$ cat src/rtl/core_pkg.sv
// Shared core definitions: NOP encoding and the fetch entry layout used between IF and ID.
package core_pkg;

  // addi x0, x0, 0
  localparam logic [31:0] NOP_INSTR = 32'h0000_0013;

  typedef struct packed {
    logic [31:0] pc;
    logic [31:0] instr;
  } fetch_entry_t;

endpackage

$ cat src/rtl/id_instr_buffer.sv
// IF/ID instruction queue: DEPTH-entry circular buffer of {pc, instr} with valid/ready toward IF,
// stall from ID, flush on control transfer and NOP bubbles when empty.
// Optional feature: define ID_BUF_BYPASS_EN to pass an IF offer straight to the head when empty.
module id_instr_buffer #(
  parameter int unsigned DEPTH     = 2,
  parameter logic [31:0] NOP_INSTR = core_pkg::NOP_INSTR
) (
  input  logic                         clk_i,
  input  logic                         rst_n_i,
  input  logic [31:0]                  pc_if_i,
  input  logic [31:0]                  instr_if_i,
  input  logic                         valid_if_i,
  output logic                         ready_id_o,
  output logic [31:0]                  pc_id_o,
  output logic [31:0]                  instr_id_o,
  output logic                         valid_id_o,
  input  logic                         stall_id_i,
  input  logic                         flush_i,
  output logic [$clog2(DEPTH+1)-1:0]   count_o
);

  localparam int unsigned PW = $clog2(DEPTH);
  localparam int unsigned CW = $clog2(DEPTH + 1);

  core_pkg::fetch_entry_t mem_q [DEPTH];
  core_pkg::fetch_entry_t head;

  logic [PW-1:0] wr_ptr_q, rd_ptr_q;
  logic [CW-1:0] count_q;
  logic [31:0]   last_pc_q;

  logic empty, full, byp, push, pop, wr_en, rd_en;

  assign empty      = (count_q == '0);
  assign full       = (count_q == CW'(DEPTH));
  // Registered-state only: no path from stall_id_i, even when a pop would free a slot.
  assign ready_id_o = !full;
  assign count_o    = count_q;
  assign head       = mem_q[rd_ptr_q];

  // Head selection, handshake decode and write/read enables.
  always_comb begin
    byp = 1'b0;
`ifdef ID_BUF_BYPASS_EN
    byp = empty && valid_if_i && !flush_i;
`endif
    valid_id_o = !empty || byp;
    if (byp) begin
      pc_id_o    = pc_if_i;
      instr_id_o = instr_if_i;
    end else if (!empty) begin
      pc_id_o    = head.pc;
      instr_id_o = head.instr;
    end else begin
      pc_id_o    = last_pc_q;
      instr_id_o = NOP_INSTR;
    end
    push  = valid_if_i && ready_id_o && !flush_i;
    pop   = valid_id_o && !stall_id_i && !flush_i;
    // A bypassed instruction consumed in the same cycle never lands in storage.
    wr_en = push && !(byp && pop);
    rd_en = pop && !empty;
  end

  // Pointers, occupancy and the last-consumed PC shown while empty.
  always_ff @(posedge clk_i or negedge rst_n_i) begin
    if (!rst_n_i) begin
      wr_ptr_q  <= '0;
      rd_ptr_q  <= '0;
      count_q   <= '0;
      last_pc_q <= '0;
    end else if (flush_i) begin
      wr_ptr_q  <= '0;
      rd_ptr_q  <= '0;
      count_q   <= '0;
      last_pc_q <= '0;
    end else begin
      if (wr_en) wr_ptr_q <= wr_ptr_q + PW'(1);
      if (rd_en) rd_ptr_q <= rd_ptr_q + PW'(1);
      count_q <= count_q + CW'(wr_en) - CW'(rd_en);
      if (pop) last_pc_q <= pc_id_o;
    end
  end

  // Entry storage; contents are don't-care after reset so no reset is applied.
  always_ff @(posedge clk_i) begin
    if (wr_en) begin
      mem_q[wr_ptr_q] <= '{pc: pc_if_i, instr: instr_if_i};
    end
  end

endmodule
$ cat config.mk
export PLATFORM = sky130hd
export DESIGN_NAME = id_instr_buffer
export DESIGN_NICKNAME = d
export VERILOG_FILES = /design/src/rtl/core_pkg.sv /design/src/rtl/id_instr_buffer.sv
export SDC_FILE = /design/constraint.sdc
export NUM_CORES = 1
export LEC_CHECK = 0
export BUFFER_PORTS_ARGS = -buffer_cell sky130_fd_sc_hd__buf_2
export CELL_PAD_IN_SITES_DETAIL_PLACEMENT = 0
export CELL_PAD_IN_SITES_GLOBAL_PLACEMENT = 1
export CORE_MARGIN = 4
export CORE_UTILIZATION = 44
export CTS_CLUSTER_SIZE = 8
export DETAILED_ROUTE_END_ITERATION = 16
export PLACE_DENSITY = 0.76
export SETUP_SLACK_MARGIN = 0.1
export SLEW_MARGIN = 40
export SYNTH_ARGS = -nofsm -noshare
export SYNTH_HDL_FRONTEND = slang
export SYNTH_SLANG_ARGS = --single-unit
$ cat constraint.sdc
create_clock -name clk_i -period 14 [get_ports clk_i]
set_input_delay 0.7 -clock clk_i [delete_from_list [all_inputs] [get_ports clk_i]]
set_output_delay 0.7 -clock clk_i [all_outputs]
set_load 0.005 [all_outputs]
==> metrics.md <==
| Metric | Value |
|---|---|
| Fin. Hold Viols | 0 |
| Total wire length | 12800 um |
| P&R area growth vs syn | 22.9% |
| Via/cell ratio | 5.07 |
| Hold Crit Class | primary input to asynchronous set/reset pin |
| TritonCTS clock tree | built |
| Worst r2r src | count_o[1] |
| Post-DP HPWL | 8160 um |
| Maximum clock rate | 0.342 GHz |
| Max_slew headroom | 55.2% |
| Die Area | 17000 um^2 |
| # setup viols final | 0 |
| CTS clk-pin slew, worst paths | 60 ps |
| # rows | 44 |
| PortBufs | 136 |
| Pins Over Slew Limit | 0 |
| Post-CTS setup buffer count | 0 |
| Die width | 130 um |
| Sequential share of power | 44.0% |
| Routed via count | 3760 |
| Clock sink count | 164 |
| Asr flop ratio synth | 22.0% |
| Max Clock Skew | 8.63 ps |
| Initial Utilization | 45.2% |
| Post-synth top area share | 58.3% |
| Max-Cap Viols | 0 |
| Share of post-route cells with drive strength above 1 | 37.9% |
| Outcome | complete, no violations |
| Io pins | 137 |
| Peak supply drop | 0.0000857 V |
| Number of global-route vias before repair | 3966 |
| Setup tns final | 0 ps |
| Root buf cell | clkbuf_16 |
| Synth area leaders | edfxtp_1, dfrtp_1, mux2i_1 |
| #FFs+latches synth | 164 |
| Worst path arrival time | 2230 ps |
| GRT Util Overall | 16.0% |
| LEAKAGE | 3.14 nW |
| Total grt overflow | 0 |
| Drt first pass iters | 4 |
| Number of gates resized after cts | 0 |
| Layout Nets | 615 |
| Post-Syn Instances | 407 |
| Routed Antenna Nets | 0 |
| Hold buffer count at cts | 0 |
| NetSw | 0.335 mW |
| Largest area contributor in the netlist | edfxtp_1 |
| Clock latency at the later pin of the worst-skew pair | 420 ps |
| Final Hold Slack | 236 ps |
| Area after DPL | 7430 um^2 |
| Internal Power | 0.974 mW |
| CP Capture Type | primary output |
| Core Area | 14600 um^2 |
| First-pass GRT wire length | 20400 um |
| Part of the power in combinational logic | 18.1% |
| Synth cell types | 29 |
| Ys Warns | 0 |
| Final worst-path cycle share | 20.9% |
| Syn Area/Cell | 16.2 um^2 |
| Clk pwr share | 37.8% |
| EDFF count, synth | 128 |
| Worst setup path start | rd_ptr_q |
| Post-route minimum period | 2930 ps |
| H-tree depth | 4 |
| Main flop type after synthesis | edfxtp_1 |
| DIE HEIGHT | 130 um |
| Switching Fraction | 25.6% |
| Slew @ Worst Pin | 672 ps |
| Initial antenna violation count | 3 |
| Residual DRC | 0 |
| CTS Buffer Depth | 2 |
| Pin count of the biggest net entering global routing | 70 |
| Final Core Density | 55.5% |
| Pwr dens | 162 nW/um^2 |
| RSZ-0062 raised after global routing | no |
| Number of diodes | 0 |
| Seq/Total Area, Yosys | 72.0% |
| Netlist Area Pre-Place | 6590 um^2 |
| Worst EP required | 13300 ps |
| Final GP Congestion | 0.777 |
| Initial DRC count | 205 |
| Post-route cell area | 8100 um^2 |
| Worst-path fanout max | 31 |
| Cts bufs inserted | 17 |
| Mapped Nets | 478 |
| Critical path type | flip-flop to primary output |
| Avg WL per Cell | 17.3 um |
| Worst setup SP type | flip-flop |
| Worst setup margin | 11070 ps |
| Placement Setup Slack | 11050 ps |
## area by class of cell
| class | count | area [um^2] |
|---|---|---|
| clock inverter | 15 | 213 |
| tap | 184 | 230 |
| timing repair buffer | 144 | 788 |
| sequential | 164 | 4750 |
| fill | 1204 | 6490 |
| multi-input combinational | 213 | 1670 |
| inverter | 4 | 17.5 |
| clock buffer | 17 | 425 |
## worst paths after layout
kind                                  to  slack (ps)  cells past startpoint
max in group asynchronous       rd_ptr_q       13380                      1
min                        last_pc_q[27]         240                      1
min in group clk_i          mem_q[0][12]         460                      1
max reg2reg                   count_o[1]       11360                     10
min reg2reg                 last_pc_q[0]         490                      1
max                          pc_id_o[19]       11070                      5
## critical path: stages, from the launching register on
cell,delay [ps]
dfrtp_4,650
buf_12,240
buf_12,260
mux2i_1,330
a21oi_1,140
buf_2,180
## metrics by stage
step	cells	power, mW
2_1_floorplan	407	0.727
3_3_place_gp	706	0.818
3_5_place_dp	708	0.824
4_1_cts	740	1.32
5_1_grt	741	1.38
6_report	741	1.31
## registers in the layout, summed over array words and instances (netlist names)
signal,cells
rd_ptr_q,1
count_o,2
mem_q,128
last_pc_q,32
wr_ptr_q,1
## synth_stat cells (2+ instances only)
| library cell | n |
|---|---|
| edfxtp_1 | 128 |
| mux2i_1 | 64 |
| nor2_1 | 63 |
| dfrtp_1 | 36 |
| a21oi_1 | 33 |
| o2bb2ai_2 | 29 |
| buf_2 | 10 |
| clkbuf_1 | 8 |
| nand2_1 | 4 |
| buf_4 | 3 |
| buf_6 | 3 |
| inv_1 | 3 |
| o2bb2ai_1 | 3 |
| ha_1 | 2 |
| nor2b_1 | 2 |
| nor3_1 | 2 |
| or3_1 | 2 |
## metal layers
layer	up-vias	track usage (%)	wire [um]
met3	22	6.75	1120
met2	127	24.5	5830
li1	1794	-	-
met1	1811	20.9	5670
met5	-	0	28
met4	6	4.90	144
## power by group through the flow
stage | clock network, mW | logic [mW] | registers (mW)
3_5_place_dp | 0 | 0.237 | 0.587
4_1_cts | 0.505 | 0.238 | 0.577
3_3_place_gp | 0 | 0.222 | 0.596
6_report | 0.495 | 0.238 | 0.577
2_1_floorplan | 0 | 0.144 | 0.583
5_1_grt | 0.530 | 0.269 | 0.580
## cell families after synthesis
kind of cell / synth area share [%]
simple gates: 4.92
flops: 72.0
mux: 9.89
xor+xnor: 0.133
compound gates: 9.84
fa+ha+maj: 0.380
buf+inv: 2.83
## cell usage in the layout, fill, tap and decap left out, types with 3 or more instances in the layout
cell type,n
o2bb2ai_2,29
o2bb2ai_1,3
buf_2,135
nor2_1,63
dfrtp_1,35
edfxtp_1,128
clkinv_4,3
bufinv_16,5
clkbuf_16,17
mux2i_1,64
nand2_1,4
a21oi_1,33
buf_4,6
inv_1,3
clkinv_1,3
Power figures use the tool's default switching activity.
